### config.mk
export PLATFORM = sky130hd
export DESIGN_NAME = frame_stack
export DESIGN_NICKNAME = d
export VERILOG_FILES = /design/src/rtl/frame_stack.sv
export SDC_FILE = /design/constraint.sdc
export NUM_CORES = 1
export LEC_CHECK = 0
export BUFFER_PORTS_ARGS = -buffer_cell sky130_fd_sc_hd__buf_2
export CAP_MARGIN = 30
export CORE_MARGIN = 5
export CORE_UTILIZATION = 64
export CTS_BUF_LIST = sky130_fd_sc_hd__clkbuf_8
export DETAILED_ROUTE_END_ITERATION = 7
export GPL_TIMING_DRIVEN = 0
export PLACE_DENSITY_LB_ADDON = 0.05
export SYNTH_ARGS = -nofsm -noshare
export SYNTH_HDL_FRONTEND = slang
export SYNTH_SLANG_ARGS = --single-unit
### constraint.sdc
create_clock -name clk -period 5.8 [get_ports clk]
set_input_delay 0.58 -clock clk [delete_from_list [all_inputs] [get_ports clk]]
set_output_delay 0.58 -clock clk [all_outputs]
set_load 0.005 [all_outputs]
### src/rtl/frame_stack.sv
// frame_stack: operand stack with a hardware call-frame stack and multi-cycle RETURN compaction.
// Optional build macro FRAME_STACK_LOCALS_ZERO_EN: CALL also allocates data[DEPTH:0] zeroed locals.
module frame_stack #(
    parameter int unsigned WIDTH       = 8,
    parameter int unsigned DEPTH       = 4,
    parameter int unsigned FRAME_DEPTH = 2
) (
    input  logic                   clk,
    input  logic                   reset,
    input  logic [2:0]             op,
    input  logic [WIDTH-1:0]       data,
    input  logic [DEPTH:0]         offset,
    output logic [DEPTH:0]         index,
    output logic [DEPTH:0]         base,
    output logic [FRAME_DEPTH:0]   frame_level,
    output logic [WIDTH-1:0]       out,
    output logic [WIDTH-1:0]       out1,
    output logic [WIDTH-1:0]       out2,
    output logic [WIDTH-1:0]       getter,
    output logic                   busy,
    output logic [1:0]             status,
    output logic [2:0]             error
);
    localparam int unsigned IW   = DEPTH + 1;
    localparam int unsigned FW   = FRAME_DEPTH + 1;
    localparam int unsigned MAX  = 1 << DEPTH;
    localparam int unsigned FMAX = 1 << FRAME_DEPTH;

    localparam logic [2:0] OP_NONE    = 3'd0;
    localparam logic [2:0] OP_PUSH    = 3'd1;
    localparam logic [2:0] OP_POP     = 3'd2;
    localparam logic [2:0] OP_REPLACE = 3'd3;
    localparam logic [2:0] OP_CALL    = 3'd4;
    localparam logic [2:0] OP_RETURN  = 3'd5;
    localparam logic [2:0] OP_GET     = 3'd6;
    localparam logic [2:0] OP_SET     = 3'd7;

    localparam logic [2:0] ERR_NONE      = 3'd0;
    localparam logic [2:0] ERR_UNDERFLOW = 3'd1;
    localparam logic [2:0] ERR_OVERFLOW  = 3'd2;
    localparam logic [2:0] ERR_BAD_OFF   = 3'd3;
    localparam logic [2:0] ERR_FRAME_OVF = 3'd4;
    localparam logic [2:0] ERR_FRAME_UNF = 3'd5;
    localparam logic [2:0] ERR_BUSY      = 3'd6;

    localparam logic [1:0] ST_NONE  = 2'd0;
    localparam logic [1:0] ST_EMPTY = 2'd1;
    localparam logic [1:0] ST_FULL  = 2'd2;

`ifdef FRAME_STACK_LOCALS_ZERO_EN
    localparam int unsigned XW = IW + 1;
    typedef enum logic [1:0] {S_IDLE, S_COPY, S_ZERO} state_t;
`else
    typedef enum logic [1:0] {S_IDLE, S_COPY} state_t;
`endif

    state_t state, state_n;

    logic [WIDTH-1:0]       mem  [MAX];
    logic [IW-1:0]          fmem [FMAX];

    logic [IW-1:0]          index_n, base_n, cnt, cnt_n, rlen, rlen_n, used, loc;
    logic [IW-1:0]          pos0, pos1, pos2;
    logic [DEPTH-1:0]       src, src_n, dst, dst_n, mem_addr;
    logic [FW-1:0]          level_n;
    logic [FRAME_DEPTH-1:0] ftop;
    logic [WIDTH-1:0]       getter_n, mem_wdata;
    logic [2:0]             error_n;
    logic [1:0]             status_n;
    logic                   mem_we, frame_we;

    // Next-state, datapath controls and error decode
    always_comb begin
        state_n   = state;
        index_n   = index;
        base_n    = base;
        level_n   = frame_level;
        getter_n  = getter;
        error_n   = ERR_NONE;
        cnt_n     = cnt;
        rlen_n    = rlen;
        src_n     = src;
        dst_n     = dst;
        mem_we    = 1'b0;
        mem_addr  = '0;
        mem_wdata = '0;
        frame_we  = 1'b0;
        used      = index - base;
        loc       = base + offset;
        ftop      = FRAME_DEPTH'(frame_level - FW'(1));

        case (state)
            S_COPY: begin
                if (op != OP_NONE) error_n = ERR_BUSY;
                mem_we    = 1'b1;
                mem_addr  = dst;
                mem_wdata = mem[src];
                src_n     = src + DEPTH'(1);
                dst_n     = dst + DEPTH'(1);
                cnt_n     = cnt - IW'(1);
                if (cnt == IW'(1)) begin
                    state_n = S_IDLE;
                    index_n = base + rlen;
                    base_n  = fmem[ftop];
                    level_n = frame_level - FW'(1);
                end
            end
`ifdef FRAME_STACK_LOCALS_ZERO_EN
            S_ZERO: begin
                if (op != OP_NONE) error_n = ERR_BUSY;
                mem_we    = 1'b1;
                mem_addr  = DEPTH'(index);
                mem_wdata = '0;
                index_n   = index + IW'(1);
                cnt_n     = cnt - IW'(1);
                if (cnt == IW'(1)) state_n = S_IDLE;
            end
`endif
            default: begin
                case (op)
                    OP_PUSH: begin
                        if (index == IW'(MAX)) error_n = ERR_OVERFLOW;
                        else begin
                            mem_we    = 1'b1;
                            mem_addr  = DEPTH'(index);
                            mem_wdata = data;
                            index_n   = index + IW'(1);
                        end
                    end
                    OP_POP: begin
                        if (used == '0) error_n = ERR_UNDERFLOW;
                        else index_n = index - IW'(1);
                    end
                    OP_REPLACE: begin
                        if (used == '0) error_n = ERR_UNDERFLOW;
                        else begin
                            mem_we    = 1'b1;
                            mem_addr  = DEPTH'(index - IW'(1));
                            mem_wdata = data;
                        end
                    end
                    OP_GET: begin
                        if (offset >= used) error_n = ERR_BAD_OFF;
                        else getter_n = mem[DEPTH'(loc)];
                    end
                    OP_SET: begin
                        if (offset >= used) error_n = ERR_BAD_OFF;
                        else begin
                            mem_we    = 1'b1;
                            mem_addr  = DEPTH'(loc);
                            mem_wdata = data;
                        end
                    end
                    OP_CALL: begin
                        if (offset > used) error_n = ERR_UNDERFLOW;
                        else if (frame_level == FW'(FMAX)) error_n = ERR_FRAME_OVF;
`ifdef FRAME_STACK_LOCALS_ZERO_EN
                        else if ((XW'(index) + XW'(data[DEPTH:0])) > XW'(MAX)) error_n = ERR_OVERFLOW;
`endif
                        else begin
                            frame_we = 1'b1;
                            base_n   = index - offset;
                            level_n  = frame_level + FW'(1);
`ifdef FRAME_STACK_LOCALS_ZERO_EN
                            if (data[DEPTH:0] != '0) begin
                                state_n = S_ZERO;
                                cnt_n   = data[DEPTH:0];
                            end
`endif
                        end
                    end
                    OP_RETURN: begin
                        if (frame_level == '0) error_n = ERR_FRAME_UNF;
                        else if (offset > used) error_n = ERR_UNDERFLOW;
                        else if (offset == '0) begin
                            index_n = base;
                            base_n  = fmem[ftop];
                            level_n = frame_level - FW'(1);
                        end else begin
                            state_n = S_COPY;
                            cnt_n   = offset;
                            rlen_n  = offset;
                            src_n   = DEPTH'(index - offset);
                            dst_n   = DEPTH'(base);
                        end
                    end
                    default: ;
                endcase
            end
        endcase

        if (index_n == base_n)          status_n = ST_EMPTY;
        else if (index_n == IW'(MAX))   status_n = ST_FULL;
        else                            status_n = ST_NONE;
    end

    // Control and status registers
    always_ff @(posedge clk) begin
        if (reset) begin
            state       <= S_IDLE;
            index       <= '0;
            base        <= '0;
            frame_level <= '0;
            getter      <= '0;
            error       <= ERR_NONE;
            status      <= ST_EMPTY;
            busy        <= 1'b0;
            cnt         <= '0;
            rlen        <= '0;
            src         <= '0;
            dst         <= '0;
        end else begin
            state       <= state_n;
            index       <= index_n;
            base        <= base_n;
            frame_level <= level_n;
            getter      <= getter_n;
            error       <= error_n;
            status      <= status_n;
            busy        <= (state_n != S_IDLE);
            cnt         <= cnt_n;
            rlen        <= rlen_n;
            src         <= src_n;
            dst         <= dst_n;
        end
    end

    // Operand and frame storage; never cleared, writes suppressed under reset
    always_ff @(posedge clk) begin
        if (!reset && mem_we)   mem[mem_addr] <= mem_wdata;
        if (!reset && frame_we) fmem[FRAME_DEPTH'(frame_level)] <= base;
    end

    // Top-of-stack views; slots below the frame base or below zero read 0
    always_comb begin
        pos0 = index - IW'(1);
        pos1 = index - IW'(2);
        pos2 = index - IW'(3);
        out  = (index >= IW'(1) && pos0 >= base) ? mem[DEPTH'(pos0)] : '0;
        out1 = (index >= IW'(2) && pos1 >= base) ? mem[DEPTH'(pos1)] : '0;
        out2 = (index >= IW'(3) && pos2 >= base) ? mem[DEPTH'(pos2)] : '0;
    end

endmodule
==> run summary <==
Gr usage total -> 0.417
Top-area cell type share of the netlist area -> 0.319
Pins over their slew limit -> 0
Register area share after synthesis -> 0.392
Final hold viol count -> 0
Status -> finished clean
Synthesized cell area -> 14000 um^2
Drt first pass iters -> 6
Worst path cell trace -> clkbuf_4 -> clkbuf_4 -> inv_1 -> fa_1 -> nand2b_1 -> a21oi_1 -> xnor2_1 -> ha_1 -> o211a_1 -> o31a_1 -> nor3_1 -> and4_1 -> a221oi_1 -> o21bai_1 -> nand3b_1 -> nor2_2 -> buf_6
Lkg Pwr -> 5.49 nW
CP peak stage delay -> 0.56 ns
Row cnt -> 54
Met3 Resource Use GR -> 0.142
GRT busiest layer -> met2
Worst-path maximum fanout -> 11
Gr ovfl total -> 0
Critical path's slowest cell -> nor2_2
Clock root cell -> clkbuf_8
Reg-to-reg setup timing slack -> 0.005 ns
Die width -> 158 um
Via count -> 11300
Synthesized area per cell -> 13.5 um^2
Library cells used by synthesis -> 72
Total clock buffers created by CTS -> 17
Post-CTS Hold Buffers -> 0
Initial Utilization -> 0.645
Syn nets -> 1111
Max_slew headroom -> 0.241
Peak Freq -> 173 MHz
Cell taking the most area after synthesis -> edfxtp_1
Remaining DRCs -> 0
FF+latch count, synth -> 199
Clock Path Buffers -> 2
Startpoint types -> register
Port bufs -> 67
Initial antenna violation count -> 0
Synth top area cells -> edfxtp_1, mux4_2, dfxtp_1
First-pass GRT wire length -> 72900 um
Core Box Area -> 21600 um^2
Routing usage on met2 -> 0.631
Slew @ Worst Pin -> 1.13 ns
Area growth syn-to-layout -> 13.2%
CTS tree -> done
N_diodes -> 0
Die H -> 158 um
Top FF cell, synth -> edfxtp_1
Detailed Route Iter0 Violations -> 1719
IO Pins -> 69
Critical Path End Type -> register
Layout cells sized above 1 -> 0.341
Post-DP Area -> 15100 um^2
Routed Antenna Nets -> 0
DIE AREA -> 24900 um^2
Clk_lat worst skew -> 0.50 ns
Post-synth EDFFs -> 148
Setup violators final -> 0
Final period util -> 0.999
Final instance area -> 15800 um^2
Clk sinks -> 199
Detailed Route WL -> 50900 um
CTS HTree Levels -> 4
GR met1 Demand/Resource -> 0.521
Final GP Congestion -> 0.999
Largest net degree at the start of global routing -> 22
Vias in the first global route -> 10900
Total Power -> 4.17 mW
WP data arrival -> 6.00 ns
Worst-path clk slew -> 0.13 ns
Most used cell along the critical path -> clkbuf_4
Via/cell ratio -> 7.69
Crit Path Class -> reg -> reg
WL/cell -> 34.6 um
Fin Clk Skew -> 0.0204 ns
Yosys warning count -> 0
Hold crit path type -> in -> reg
Setup repair after global routing missed its margin -> true
Power Density -> 264 nW/um^2
Maxcap violations -> 0
Fin nets -> 1250
Cell count after synthesis -> 1037
WP data required -> 6.01 ns
Asr flop ratio synth -> 0
Worst VDD drop -> 0.000182 V
Min cycle time layout -> 5.79 ns
Dpl hpwl -> 35600 um
## worst max-delay path, delay by kind of cell (launching register included)
| family | cells | cell delay (ns) |
|---|---|---|
| DFF | 1 | 0.55 |
| and+or+nand+nor | 5 | 1.87 |
| AOI/OAI and AO/OA | 5 | 0.86 |
| adders and majority gates | 2 | 0.81 |
| xor gates and xnor gates | 1 | 0.22 |
| buffers and inverters | 4 | 1.17 |
## worst paths after layout
| check | cells after the start | from | end |
|---|---|---|---|
| worst max register to register | 17 | index[1] | mem[12][4] |
| worst min-delay path | 3 | offset[1] | rlen[1] |
| worst min register to register | 2 | rlen[3] | rlen[3] |
| worst max-delay path | 17 | index[1] | mem[12][4] |
## synthesized netlist by cell type, drive strengths merged, types with 7 or more instances
cell type,instances
a31oi,16
nand2,72
a21oi,50
buf,32
nand3,12
inv,32
dfxtp,51
nor2b,34
and3,7
edfxtp,148
mux2i,15
xor2,11
and2,17
nor2,66
a21o,9
clkbuf,38
xnor2,20
nor3,15
ha,52
o21ai,32
mux4,197
nand2b,9
a211oi,20
## layout by cell type, fill, tap and decap left out, types with 16 or more instances in the layout
cell	n
xnor2_1	18
dfxtp_1	49
inv_1	31
nand2_1	70
ha_1	52
buf_1	18
buf_2	81
nor2b_1	34
a211oi_1	19
a21oi_1	49
buf_8	18
clkbuf_1	36
nor2_1	52
clkbuf_8	17
and2_1	16
edfxtp_1	148
o21ai_0	26
mux4_2	197
## sequential cells by signal (all words and copies together), names as in the netlist, named ones only
signal,count
status,2
getter,8
fmem,20
error,3
busy,1
state,2
frame_level,3
mem,128
cnt,5
rlen,5
src,4
base,5
index,5
dst,4
## cell type report
cell class,count,area [um^2]
buffer,69,283
tap,280,350
clock inverter,15,169
sequential,199,5470
multi-input combinational,735,8190
inverter,33,124
timing repair buffer,121,977
fill,1458,5830
clock buffer,17,234
## kinds of logic after synthesis
family / synth area share
xor gates and xnor gates: 0.0195
and+or+nand+nor: 0.0950
adders and majority gates: 0.0524
AOI/OAI and AO/OA: 0.0817
muxes: 0.331
DFF: 0.392
buffers and inverters: 0.0287
## stage by stage
| step | util | TNS (ns) | setup slack, ns | cells | hold slack [ns] |
|---|---|---|---|---|---|
| 5_1_grt | 0.731 | -0.797 | -0.0919 | 1469 | 0.438 |
| 3_3_place_gp | 0.677 | -361.70 | -1.69 | 1384 | 0.449 |
| 6_report | 0.731 | 0 | 0.00502 | 1469 | 0.433 |
| 4_1_cts | 0.724 | -0.427 | -0.0593 | 1461 | 0.432 |
| 2_1_floorplan | - | 0 | 1.05 | 1037 | 0.440 |
| 3_5_place_dp | 0.700 | -173.29 | -1.11 | 1425 | 0.456 |
## where the power goes
group / switching [mW] / internal (mW)
logic: 0.890 / 0.714
clock network: 0.613 / 0.333
registers: 0.0443 / 1.57
## layer usage
metal / wire (um) / up-vias
li1: - / 4467
met1: 16400 / 5461
met2: 22800 / 1101
met3: 7580 / 271
met4: 4120 / 0
met5: 0 / -
## repair_timing
action / CTS / global route
pin swaps: 3 / 3
resized for setup: 17 / 14
buffers inserted: 4 / 4
endpoints found under the setup margin: 323 / 143
Power figures use the tool's default switching activity.
